[config.mk]
export PLATFORM = sky130hd
export DESIGN_NAME = hyperbus_chip_splitter
export DESIGN_NICKNAME = d
export VERILOG_FILES = /design/src/rtl/hyperbus_pkg.sv /design/src/rtl/hyperbus_rule_match.sv /design/src/rtl/hyperbus_chip_splitter.sv
export SDC_FILE = /design/constraint.sdc
export NUM_CORES = 1
export LEC_CHECK = 0
export CORE_MARGIN = 4
export CORE_UTILIZATION = 45
export DETAILED_ROUTE_END_ITERATION = 16
export GPL_TIMING_DRIVEN = 1
export PLACE_DENSITY_LB_ADDON = 0.12
export SYNTH_ARGS = -nofsm -noshare
export SYNTH_HDL_FRONTEND = slang
export SYNTH_SLANG_ARGS = --single-unit
[constraint.sdc]
create_clock -name clk_i -period 23.4 [get_ports clk_i]
set_clock_uncertainty 0.2 [all_clocks]
set_input_delay 3.51 -clock clk_i [delete_from_list [all_inputs] [get_ports clk_i]]
set_output_delay 3.51 -clock clk_i [all_outputs]
set_load 0.05 [all_outputs]
[src/rtl/hyperbus_pkg.sv]
// Shared types and helpers for the HyperBus controller: chip address rules,
// the request-splitter state encoding and a chip-select one-hot helper.
package hyperbus_pkg;

    localparam int unsigned HB_NUM_CHIPS  = 2;
    localparam int unsigned HB_ADDR_WIDTH = 32;
    localparam int unsigned HB_LEN_WIDTH  = 16;
    localparam int unsigned HB_IDX_WIDTH  = (HB_NUM_CHIPS > 1) ? $clog2(HB_NUM_CHIPS) : 1;

    // One address rule per chip. The window is [start_addr, end_addr).
    typedef struct packed {
        logic [31:0]              idx;
        logic [HB_ADDR_WIDTH-1:0] start_addr;
        logic [HB_ADDR_WIDTH-1:0] end_addr;
    } rule_t;

    typedef enum logic [1:0] {
        IDLE   = 2'd0,
        DECODE = 2'd1,
        ISSUE  = 2'd2,
        ERROR  = 2'd3
    } splitter_state_e;

    // One-hot chip select for chip idx; indices at or above num_chips give all-zero.
    function automatic logic [HB_NUM_CHIPS-1:0] onehot_chip(
        input logic [HB_IDX_WIDTH-1:0] idx,
        input int unsigned             num_chips
    );
        logic [HB_NUM_CHIPS-1:0] oh;
        oh = '0;
        for (int unsigned i = 0; i < HB_NUM_CHIPS; i++) begin
            if ((i < num_chips) && (idx == HB_IDX_WIDTH'(i))) begin
                oh[i] = 1'b1;
            end
        end
        return oh;
    endfunction

endpackage

[src/rtl/hyperbus_rule_match.sv]
// Combinational priority matcher: finds the lowest-index chip whose rule
// window contains the given address. Empty or inverted windows never match.
module hyperbus_rule_match
    import hyperbus_pkg::*;
(
    input  rule_t [HB_NUM_CHIPS-1:0]  i_rules,
    input  logic [HB_ADDR_WIDTH-1:0]  i_addr,
    output logic                      o_match,
    output logic [HB_IDX_WIDTH-1:0]   o_idx,
    output logic [HB_ADDR_WIDTH-1:0]  o_start,
    output logic [HB_ADDR_WIDTH-1:0]  o_end
);

    logic w_unused_idx;

    // Scan from the highest index down so the lowest matching index wins.
    always_comb begin
        o_match = 1'b0;
        o_idx   = '0;
        o_start = '0;
        o_end   = '0;
        for (int i = int'(HB_NUM_CHIPS) - 1; i >= 0; i--) begin
            if ((i_rules[i].end_addr > i_rules[i].start_addr) &&
                (i_addr >= i_rules[i].start_addr) &&
                (i_addr <  i_rules[i].end_addr)) begin
                o_match = 1'b1;
                o_idx   = HB_IDX_WIDTH'(i);
                o_start = i_rules[i].start_addr;
                o_end   = i_rules[i].end_addr;
            end
        end
    end

    // The idx field mirrors array position in the config file; decode goes by position.
    always_comb begin
        w_unused_idx = 1'b0;
        for (int i = 0; i < int'(HB_NUM_CHIPS); i++) begin
            w_unused_idx = w_unused_idx ^ (^i_rules[i].idx);
        end
    end

endmodule

[src/rtl/hyperbus_chip_splitter.sv]
// Splits a linear transfer request into per-chip sub-transfers, converting to
// chip-relative addresses and flagging unmapped, zero-length or wrapping requests.
// Handshakes: a transfer moves on a cycle where valid and ready are both high;
// valid is never withdrawn and its payload is held stable until that cycle.
module hyperbus_chip_splitter
    import hyperbus_pkg::*;
(
    input  logic                          clk_i,
    input  logic                          rst_ni,
    input  rule_t [HB_NUM_CHIPS-1:0]      chip_rules_i,
    input  logic                          trans_valid_i,
    output logic                          trans_ready_o,
    input  logic [HB_ADDR_WIDTH-1:0]      trans_addr_i,
    input  logic [HB_LEN_WIDTH-1:0]       trans_len_i,
    input  logic                          trans_write_i,
    output logic                          sub_valid_o,
    input  logic                          sub_ready_i,
    output logic [HB_ADDR_WIDTH-1:0]      sub_addr_o,
    output logic [HB_LEN_WIDTH-1:0]       sub_len_o,
    output logic                          sub_write_o,
    output logic [HB_NUM_CHIPS-1:0]       sub_cs_o,
    output logic                          sub_last_o,
    output logic                          err_o,
    output logic [HB_ADDR_WIDTH-1:0]      err_addr_o,
    output logic                          trans_active_o
);

    localparam int unsigned AW = HB_ADDR_WIDTH;
    localparam int unsigned LW = HB_LEN_WIDTH;
    localparam int unsigned NC = HB_NUM_CHIPS;

    splitter_state_e   r_state;
    logic [AW-1:0]     r_addr;
    logic [LW-1:0]     r_remaining;
    logic              r_write;
    rule_t [NC-1:0]    r_rules;

    logic              r_trans_ready;
    logic              r_sub_valid;
    logic [AW-1:0]     r_sub_addr;
    logic [LW-1:0]     r_sub_len;
    logic              r_sub_write;
    logic [NC-1:0]     r_sub_cs;
    logic              r_sub_last;
    logic              r_err;
    logic [AW-1:0]     r_err_addr;
    logic              r_active;

    logic                    w_match;
    logic [HB_IDX_WIDTH-1:0] w_idx;
    logic [AW-1:0]           w_start;
    logic [AW-1:0]           w_end;
    logic [AW-1:0]           w_span;
    logic [LW-1:0]           w_span_sat;
    logic [LW-1:0]           w_sub_len;
    logic [AW:0]             w_sum;

    hyperbus_rule_match u_rule_match (
        .i_rules (r_rules),
        .i_addr  (r_addr),
        .o_match (w_match),
        .o_idx   (w_idx),
        .o_start (w_start),
        .o_end   (w_end)
    );

    // Bytes left in the matched chip, clamped to what a length field can carry.
    assign w_span     = w_end - r_addr;
    assign w_span_sat = (|w_span[AW-1:LW]) ? {LW{1'b1}} : w_span[LW-1:0];
    assign w_sub_len  = (r_remaining < w_span_sat) ? r_remaining : w_span_sat;
    // Extra top bit catches an address that wraps past the end of the space.
    assign w_sum      = {1'b0, r_addr} + {{(AW - LW + 1){1'b0}}, r_sub_len};

    // Splitter FSM with all outputs registered.
    always_ff @(posedge clk_i or negedge rst_ni) begin
        if (!rst_ni) begin
            r_state       <= IDLE;
            r_addr        <= '0;
            r_remaining   <= '0;
            r_write       <= 1'b0;
            r_rules       <= '0;
            r_trans_ready <= 1'b1;
            r_sub_valid   <= 1'b0;
            r_sub_addr    <= '0;
            r_sub_len     <= '0;
            r_sub_write   <= 1'b0;
            r_sub_cs      <= '0;
            r_sub_last    <= 1'b0;
            r_err         <= 1'b0;
            r_err_addr    <= '0;
            r_active      <= 1'b0;
        end else begin
            r_err <= 1'b0;
            case (r_state)
                IDLE: begin
                    if (trans_valid_i && r_trans_ready) begin
                        r_addr        <= trans_addr_i;
                        r_remaining   <= trans_len_i;
                        r_write       <= trans_write_i;
                        r_rules       <= chip_rules_i;
                        r_trans_ready <= 1'b0;
                        r_active      <= 1'b1;
                        r_state       <= DECODE;
                    end else begin
                        // Ready comes back one cycle after re-entering IDLE.
                        r_trans_ready <= 1'b1;
                    end
                end
                DECODE: begin
                    if ((r_remaining == '0) || !w_match) begin
                        r_err      <= 1'b1;
                        r_err_addr <= r_addr;
                        r_state    <= ERROR;
                    end else begin
                        r_sub_cs    <= onehot_chip(w_idx, NC);
                        r_sub_addr  <= r_addr - w_start;
                        r_sub_len   <= w_sub_len;
                        r_sub_last  <= (w_sub_len == r_remaining);
                        r_sub_write <= r_write;
                        r_sub_valid <= 1'b1;
                        r_state     <= ISSUE;
                    end
                end
                ISSUE: begin
                    if (sub_ready_i) begin
                        r_sub_valid <= 1'b0;
                        r_addr      <= w_sum[AW-1:0];
                        r_remaining <= r_remaining - r_sub_len;
                        if (r_sub_last) begin
                            r_active <= 1'b0;
                            r_state  <= IDLE;
                        end else if (w_sum[AW]) begin
                            r_err      <= 1'b1;
                            r_err_addr <= w_sum[AW-1:0];
                            r_state    <= ERROR;
                        end else begin
                            r_state <= DECODE;
                        end
                    end
                end
                ERROR: begin
                    r_active <= 1'b0;
                    r_state  <= IDLE;
                end
                default: begin
                    r_state <= IDLE;
                end
            endcase
        end
    end

    assign trans_ready_o  = r_trans_ready;
    assign sub_valid_o    = r_sub_valid;
    assign sub_addr_o     = r_sub_addr;
    assign sub_len_o      = r_sub_len;
    assign sub_write_o    = r_sub_write;
    assign sub_cs_o       = r_sub_cs;
    assign sub_last_o     = r_sub_last;
    assign err_o          = r_err;
    assign err_addr_o     = r_err_addr;
    assign trans_active_o = r_active;

endmodule

==> After elaboration in Yosys (flattened, before gate mapping) <==
Index checks and enable logic that the tools add are counted.
{ "word_totals": {"regBits": 267, "out_inout_bits": 88, "elab_cells": 102, "input_bits": 245} }
{ "classes": {"n_lt_le_gt_ge": 7, "reduce_logical": 20, "n_eq_ne": 11, "n_bitwise": 1, "mux": 41, "n_addsub": 4} }
{ "ops": {"columns": ["cell", "count"], "rows": [
  ["$mux 32", 10],
  ["$pmux 32 s2", 2],
  ["$ge 32x32->1", 2],
  ["$gt 32x32->1", 2],
  ["$lt 32x32->1", 2],
  ["$mux 16", 4],
  ["$sub 32x32->32", 2],
  ["$add 32x16->33", 1],
  ["$pmux 16 s2", 1],
  ["$eq 16x16->1", 1],
  ["$logic_not 16->1", 1],
  ["$lt 16x16->1", 1],
  ["$mux 1", 16],
  ["$reduce_or 16->1", 1],
  ["$sub 16x16->16", 1],
  ["$ne 2x2->1 const B", 7],
  ["$mux 2", 4],
  ["$pmux 2 s4", 1],
  ["$reduce_and 2->1", 3],
  ["$reduce_and 3->1", 2],
  ["$logic_and 1x1->1", 5],
  ["$reduce_and 5->1", 1],
  ["$eq 2x2->1 const B", 2],
  ["$pmux 1 s2", 2],
  ["9 further kinds", 10]
]} }

==> Longest topological paths before layout <==
Gate-level depths: netlist of run 1.
{ "depth": {"word_depth": 11, "depth_mapped": 45, "depth_no_buf": 40} }

==> Modules after synthesis <==
From an unflattened synthesis of run 1, not the netlist that was laid out.
{ "unflattened": {"hier_cells": 2629, "area_unflattened_um2": 24753.7} }
{ "by_module_without_submodules": {"columns": ["module", "instances", "cells_per_inst", "area_per_inst_um2"], "rows": [
  ["hyperbus_chip_splitter", 1, 1872, 18875.6],
  ["hyperbus_rule_match", 1, 757, 5878.1]
]} }

==> Worst setup path after synthesis of run 1 <==
No wires, ideal clock.
{ "synth_timing": {"kind": "register to register", "start": "register r_addr[17]", "end": "register r_sub_len[11], in the netlist sub_len_o[11]", "stages_incl_launch_ff": 44, "setup_time_ps": 95, "path_buffers": 5, "t_arrival_ps": 8085, "path_slack_ps": 15020, "cell_sequence": "dfrtp_1 > ha_1 > a21o_1 > a21o_1 > a21o_1 > a21o_1 > a2111oi_0 > nor3_1 > nor3_1 > clkbuf_1 > clkbuf_1 > clkbuf_1 > nor2_1 > a21oi_1 > ha_1 > inv_1 > fa_1 > a211oi_1 > [... 8 more ...] > nand4_1 > clkbuf_1 > nor2b_1 > ha_1 > a21oi_1 > nor2b_1 > o21ai_0 > nand2b_1 > a21oi_1 > nor2b_1 > o21ai_0 > nand2b_1 > a211oi_1 > nand2_1 > o21bai_2 > buf_2 > and3_1 > o31ai_1"} }
{ "synth_between": {"elab_chain_cells": 10, "elab_cells_between_ends": 21, "classes_between": "add/sub: 1; order compare: 5; mux: 6; bitwise: 1; reduce/logical: 8"} }
{ "synth_rtl": {"columns": ["element", "line", "source"], "rows": [
  ["start: declaration", "hyperbus_chip_splitter.sv:33", "logic [AW-1:0] r_addr;"],
  ["start signal: assignment", "hyperbus_chip_splitter.sv:97", "r_addr <= trans_addr_i;"],
  ["start signal: assignment", "hyperbus_chip_splitter.sv:127", "r_addr <= w_sum[AW-1:0];"],
  ["$ge 32x32->1", "hyperbus_rule_match.sv:24", "(i_addr >= i_rules[i].start_addr) &&"],
  ["$logic_and 1x1->1", "hyperbus_rule_match.sv:23", "if ((i_rules[i].end_addr > i_rules[i].start_addr) &&"],
  ["$logic_and 1x1->1", "hyperbus_rule_match.sv:24", null],
  ["$mux 32 (2 in a row)", "hyperbus_rule_match.sv:23", null],
  ["$sub 32x32->32", "hyperbus_chip_splitter.sv:68", "assign w_span = w_end - r_addr;"],
  ["$reduce_or 16->1", "hyperbus_chip_splitter.sv:69", "assign w_span_sat = (|w_span[AW-1:LW]) ? {LW{1'b1}} : w_span[LW-1:0];"],
  ["$mux 16", "hyperbus_chip_splitter.sv:69", null],
  ["$lt 16x16->1", "hyperbus_chip_splitter.sv:70", "assign w_sub_len = (r_remaining < w_span_sat) ? r_remaining : w_span_sat;"],
  ["$mux 16", "hyperbus_chip_splitter.sv:70", null],
  ["end signal: assignment", "hyperbus_chip_splitter.sv:117", "r_sub_len <= w_sub_len;"],
  ["end: declaration", "hyperbus_chip_splitter.sv:41", "logic [LW-1:0] r_sub_len;"]
]} }
Several ways; a longest one is shown, not always the timed one.
A chain may end at the register's enable or synchronous reset.

==> Worst setup path in the final report of run 1 <==
{ "layout_timing": {"start": "register r_addr[10]", "end": "register r_sub_len[9], in the netlist sub_len_o[9]"} }
The elaborated chain is that of the path after synthesis.

==> impl_metrics.yaml, run 1 <==
status:
  status: "completed"
logic_synthesis:
  ys_warn_count: 0
  synth_ff_type: "dfrtp_1"
  yosysTopAreaCell: "dfrtp_1"
  synth_top_cell_area_share_pct: 30.8
  synth_nets: 3076
  syn_area_um2: 21600
  seq_area_frac_synth_pct: 30.9
  netlist_top_cells_area: "dfrtp_1 (31%), ha_1 (18%), mux2_2 (6.8%), nand2_1 (5.1%), a21oi_1 (5.0%)"
  syn_avg_cell_area_um2: 8.56
  synth-seq-cells: 267
  syn_inst: 2524
  async_flop_share_pct: 100
  ys_types: 77
  synth_edf_count: 0
timing:
  finalHoldViolCount: 0
  setup_tns_ps: 0
  max_freq_mhz: 90.3
  slew_viol_final: 0
  relSlewSlack_pct: 21.8
  setup_viol: 0
  worst_slack_ps: 12320
  final.period_utilization_pct: 47.3
  worst_pin_slew_ps: 1170
  fin_crit_ps: 11080
  rsz0062_at_grt: "no"
routing:
  drt_iter0_markers: 1583
  firstDrtPassIters: 6
  vias: 19400
  viasPerCell: 5.71
  routed_wirelength_mm: 68.4
  drtAntennaViolNets: 0
  drc: 0
  wl_per_cell_um: 20.2
job:
  cap_violations: 0
placement:
  place_ws_ps: 12450
  dp_hpwl_mm: 53.7
  place_inst: 3331
  place.gp.congestion: 0.903
  dpl_cell_area_um2: 24900
  port-buffer-count: 268
worst_setup_path:
  cpMaxStageDelayCell: "dfrtp_1"
  rr_worst_depth: 37
  critPathMaxStageDelay_ps: 700
  crit_start: "r_addr[10]"
  crit_path_max_fanout: 87
  crit_path_end_kind: "register"
  arrival_ps: 11320
  r2r_slack_ps: 12320
  start_kind: "register"
  r2r_end: "sub_len_o[9]"
  cp-endpoint: "sub_len_o[9]"
  r2r_start: "r_addr[10]"
  required_ps: 23650
  crit_type: "register to register"
die:
  die_area_um2: 51600
  die_width_um: 227
  core.rowCount: 80
  initial_utilization_pct: 45.4
  core-area_um2: 47600
  die_h_um: 227
  ioPinCount: 333
final_layout:
  fin_nets: 3304
  diodes: 0
  final_area_um2: 26100
  final_common_cell: "ha_1"
  drive_gt1_share_pct: 8.29
  final_cell_mix: "ha_1 (302), nand2_1 (290), clkdlybuf4s50_1 (267), dfrtp_1 (266)"
  synthToLayoutAreaGrowth_pct: 20.6
  fin_cells: 3390
global_route:
  grt_pass1_wl_mm: 106
  grt.total_usage_pct: 26.1
  grt_pass1_vias: 19300
  grt.overflow.total: 0
  antenna_found_initial: 1
  grt_max_degree: 88
cts:
  cts_buffer_depth: 3
  clockRootBuffer: "clkbuf_16"
  clock-sinks: 267
  cts_tree: "built"
  clkTransAtPathRegs_ps: 60
  postCtsSetupBuffers: 0
  ctsResizeCount: 0
  clock_latency_ps: 570
  cts_inserted_buffers: 34
  htree_num_levels: 2
  cts_hold_buf: 0
min_path:
  min_path_type: "register to register"
## cells in the mapped netlist, drive strengths merged (18+ instances only)
| cell | number |
|---|---|
| a21o | 71 |
| a21oi | 217 |
| a31oi | 32 |
| clkbuf | 78 |
| dfrtp | 266 |
| ha | 303 |
| inv | 218 |
| mux2 | 131 |
| mux2i | 18 |
| nand2 | 291 |
| nand2b | 21 |
| nand3 | 36 |
| nand4 | 45 |
| nor2 | 187 |
| nor2b | 36 |
| nor3 | 37 |
| o21a | 29 |
| o21ai | 191 |
| o31ai | 23 |
| xnor2 | 49 |
| xor2 | 28 |
## sequential cells by signal, summed over array words and instances (netlist names)
| register | flops |
|---|---|
| r_write | 1 |
| trans_ready_o | 1 |
| r_rules | 128 |
| r_remaining | 16 |
| sub_cs_o | 2 |
| sub_addr_o | 32 |
| r_addr | 32 |
| sub_last_o | 1 |
| sub_valid_o | 1 |
| sub_write_o | 1 |
| err_o | 1 |
| r_state | 2 |
| trans_active_o | 1 |
| sub_len_o | 16 |
| err_addr_o | 32 |
## layout make-up
class	instances	area (um2)
flip-flops and latches	267	6680
multi-input cells	1946	13800
repair buffers	285	2820
clock buffers	49	1020
inverters	218	818
fillers	4345	21600
well taps	615	769
clock inverters	10	173
## routing by layer
| metal | track usage, % | part of all wire (%) | vias to the layer above |
|---|---|---|---|
| li1 | - | - | 9435 |
| met4 | 7.91 | 2.9 | 2 |
| met2 | 40.2 | 44 | 569 |
| met1 | 38.2 | 48 | 9236 |
| met3 | 3.84 | 5.8 | 112 |
| met5 | 0 | 0.025 | - |
## logic make-up (layout without fill, tap and decap cells)
group,after synthesis,count (layout),share of synthesized area (%)
and+or+nand+nor,717,717,15.0
buffers and inverters,311,562,5.49
DFF,267,267,30.9
adders and majority gates,307,307,17.9
muxes,149,149,7.66
xor gates and xnor gates,78,78,3.22
AOI/OAI and AO/OA,695,695,19.8
## stage by stage
step	utilization (%)	hold WS, ps
after floorplan	-	275
after global placement	52.2	267
after detailed placement	52.2	271
after CTS	54.7	284
after global routing	54.7	312
final	54.7	277
## worst max-delay path: cells and delay by family (launching register included)
kind            cells  cell delay, ps
simple gates       12            2330
fa+ha+maj           3             990
compound gates     19            5120
flops               1             700
xor+xnor            1             450
buf+inv             2            1060
## how the worst min path moves through the flow
stage                     depth (start not counted)      startpoint        endpoint  slack [ps]
after floorplan                                   1         r_write     sub_write_o         270
after detailed placement                          2  sub_addr_o[27]  sub_addr_o[27]         270
after CTS                                         2  sub_addr_o[27]  sub_addr_o[27]         280
after global placement                            2  sub_addr_o[31]  sub_addr_o[31]         270
final                                             2  sub_addr_o[27]  sub_addr_o[27]         280
after global routing                              2  sub_addr_o[27]  sub_addr_o[27]         310
Power of run 1 is left out: the tool's default activity adds up to more than one toggle a clock period on the data nets, which glitch-free logic cannot reach.
==> inputs of run 2 (changes only) <==
Clock period 23.4 ns to 11 ns, I/O delays scaled along.
==> impl_metrics.yaml, run 2 (synthesis results as in run 1) <==
status:
  status: "completed"
worst_setup_path:
  arrival_ps: 9920
  r2r_end: "sub_len_o[14]"
  r2r_slack_ps: 1330
  crit_path_max_fanout: 28
  required_ps: 11240
  critPathMaxStageDelay_ps: 960
  path_delay_family: "compound AO/OA/AOI/OAI gates"
  cp_num_buf_inv: 4
  cpMaxStageDelayCell: "nor4_1"
  r2r_start: "r_rules[157]"
  rr_worst_depth: 38
  crit_path_end_kind: "register"
  start_kind: "register"
  crit_start: "r_rules[157]"
  crit_type: "register to register"
cts:
  ctsResizeCount: 0
  cts_tree: "built"
  cts_hold_buf: 0
  postCtsSetupBuffers: 0
  cts_inserted_buffers: 34
  clkTransAtPathRegs_ps: 60
  clockRootBuffer: "clkbuf_16"
  htree_num_levels: 2
  cts_buffer_depth: 3
  clock_latency_ps: 550
  clock-sinks: 267
final_layout:
  synthToLayoutAreaGrowth_pct: 20.4
  final_common_cell: "ha_1"
  fin_cells: 3394
  top_register: "r_rules"
  final_cell_mix: "ha_1 (302), nand2_1 (290), clkdlybuf4s50_1 (267), dfrtp_1 (266)"
  largest_reg_flops: 128
  fin_util_pct: 54.6
  drive_gt1_share_pct: 8.28
  fin_nets: 3307
  diodes: 0
job:
  cap_violations: 0
routing:
  viasPerCell: 5.76
  routed_wirelength_mm: 68.8
  firstDrtPassIters: 5
  drt_iter0_markers: 1522
  vias: 19500
  wl_per_cell_um: 20.3
  drtAntennaViolNets: 0
  drc: 0
timing:
  max_freq_mhz: 103
  setup_tns_ps: 0
  rsz0062_at_grt: "no"
  final.period_utilization_pct: 87.9
  relSlewSlack_pct: 21.9
  worst_slack_ps: 1330
  slew_viol_final: 0
  finalHoldViolCount: 0
  worst_pin_slew_ps: 1170
  fin_crit_ps: 9670
  setup_viol: 0
die:
  die_h_um: 227
  ioPinCount: 333
  die_width_um: 227
  die_area_um2: 51600
  core-area_um2: 47600
  core.rowCount: 80
  initial_utilization_pct: 45.4
min_path:
  hold_depth: 2
  hold_end: "sub_addr_o[10]"
  min_from: "sub_addr_o[10]"
  min_path_type: "register to register"
global_route:
  grt.total_usage_pct: 26.1
  grt_pass1_vias: 19400
  grt_max_degree: 129
  grt.overflow.total: 0
  antenna_found_initial: 0
  grt_pass1_wl_mm: 107
placement:
  place_ws_ps: 1290
  place.gp.congestion: 0.933
  dp_hpwl_mm: 54.1
  place_inst: 3334
  port-buffer-count: 268
-- run 2: layout make-up --
class	instances	area, um2
timing repair buffer	288	2850
tap	615	769
fill	4450	21600
sequential	267	6680
clock inverter	8	76.3
clock buffer	52	1020
inverter	218	818
multi-input combinational	1946	13800
-- run 2: metal layers --
layer	wire [um]	part of all wire, %	GRT usage (%)	up-vias
li1	-	-	-	9459
met1	32400	47	37.6	9350
met2	30600	44	41.2	634
met3	4010	5.8	3.77	99
met4	1840	2.7	7.52	0
met5	0	0	0	-
-- run 2: worst max-delay path by stage --
stage,endpoint,slack [ps],cells after the start
global route,sub_len_o[14],560,40
global placement,sub_len_o[15],1460,41
finish,sub_len_o[14],1330,38
floorplan,sub_len_o[11],2620,43
detailed placement,sub_len_o[14],1290,40
CTS,sub_len_o[14],1270,40
-- run 2: worst register-to-register path, delay by kind of cell, from the launching register on --
| kind | cells | cell delay, ps |
|---|---|---|
| compound gates | 18 | 4810 |
| simple gates | 12 | 2230 |
| fa+ha+maj | 3 | 900 |
| buf+inv | 4 | 760 |
| flops | 1 | 460 |
| xor+xnor | 1 | 240 |
-- run 2: metrics by stage --
step           hold slack (ps)  instance area [um2]
4_1_cts                    286                26000
2_1_floorplan              275                21600
3_3_place_gp               267                24900
3_5_place_dp               273                24900
6_report                   281                26000
5_1_grt                    319                26000
Power of run 2 is left out for the same reason.
==> inputs of run 3 (changes only) <==
Settings changed: RECOVER_POWER set to 25.
==> impl_metrics.yaml, run 3 (synthesis results as in run 1) <==
placement:
  place_inst: 3334
  place.gp.congestion: 0.933
  port-buffer-count: 268
  dp_hpwl_mm: 54.1
worst_setup_path:
  arrival_ps: 9910
  required_ps: 11240
  path_delay_family: "compound AO/OA/AOI/OAI gates"
  critPathMaxStageDelay_ps: 960
  cpMaxStageDelayCell: "nor4_1"
  cp_num_buf_inv: 4
  crit_path_end_kind: "register"
  crit_type: "register to register"
  start_kind: "register"
  crit_path_max_fanout: 28
timing:
  relSlewSlack_pct: -294
  slew_viol_final: 210
  final.period_utilization_pct: 87.8
  max_freq_mhz: 103
  finalHoldViolCount: 0
  setup_tns_ps: 0
  fin_crit_ps: 9660
  rsz0062_at_grt: "no"
  worst_pin_slew_ps: 5900
  setup_viol: 0
cts:
  cts_buffer_depth: 3
  clkTransAtPathRegs_ps: 60
  clock_latency_ps: 550
  cts_hold_buf: 0
  ctsResizeCount: 0
  htree_num_levels: 2
  clock-sinks: 267
  postCtsSetupBuffers: 0
  cts_tree: "built"
  clockRootBuffer: "clkbuf_16"
  cts_inserted_buffers: 34
routing:
  drt_iter0_markers: 1522
  drtAntennaViolNets: 0
  viasPerCell: 5.75
  wl_per_cell_um: 20.3
  vias: 19500
  firstDrtPassIters: 6
  routed_wirelength_mm: 68.8
  drc: 0
final_layout:
  final_common_cell: "ha_1"
  fin_cells: 3394
  fin_nets: 3307
  largest_reg_flops: 128
  drive_gt1_share_pct: 8.17
  synthToLayoutAreaGrowth_pct: 20.3
  diodes: 0
  final_cell_mix: "ha_1 (302), nand2_1 (290), clkdlybuf4s50_1 (267), dfrtp_1 (266)"
  top_register: "r_rules"
die:
  core-area_um2: 47600
  initial_utilization_pct: 45.4
  die_area_um2: 51600
  core.rowCount: 80
  ioPinCount: 333
  die_h_um: 227
  die_width_um: 227
global_route:
  grt_max_degree: 129
  grt_pass1_vias: 19400
  grt.overflow.total: 0
  grt.total_usage_pct: 26.1
  grt_pass1_wl_mm: 107
  antenna_found_initial: 0
job:
  cap_violations: 3
status:
  status: "complete, but fails checks"
  violations: "capacitance limit, slew limit"
min_path:
  min_path_type: "register to register"
-- run 3: cell type report --
type / count / area (um2)
clock buffer: 52 / 1020
clock inverter: 8 / 76.3
fill: 4453 / 21600
inverter: 218 / 818
multi-input combinational: 1946 / 13800
sequential: 267 / 6680
tap: 615 / 769
timing repair buffer: 288 / 2830
-- run 3: tightest hold or removal path, stage by stage, from the launching register on --
cell	delay, ps
dfrtp_1	340
nand2_1	40
o21ai_0	60
-- run 3: layer usage --
layer	routed length (um)	GRT usage, %
met1	32400	37.6
met2	30600	41.2
met3	4000	3.77
met4	1830	7.52
met5	0	0
-- run 3: worst paths after layout --
check                                    start        endpoint  slack (ps)  cells past startpoint
worst max-delay path              r_rules[157]   sub_len_o[14]        1340                     38
worst min-delay path            sub_addr_o[10]  sub_addr_o[10]         280                      2
worst max register to register    r_rules[157]   sub_len_o[14]        1340                     38
worst min register to register  sub_addr_o[10]  sub_addr_o[10]         280                      2
max in group asynchronous               rst_ni    r_rules[156]        2530                      3
min in group asynchronous               rst_ni   err_addr_o[2]        3080                      1
-- run 3: through the flow --
| stage | setup slack, ps | instance area [um2] | util (%) | hold WS, ps |
|---|---|---|---|---|
| after detailed placement | 1290 | 24900 | 52.3 | 273 |
| after CTS | 1270 | 26000 | 54.6 | 286 |
| after global placement | 1460 | 24900 | 52.3 | 267 |
| after global routing | 556 | 26000 | 54.6 | 319 |
| after floorplan | 2620 | 21600 | - | 275 |
| final | 1340 | 26000 | 54.6 | 281 |
Power of run 3 is left out for the same reason.
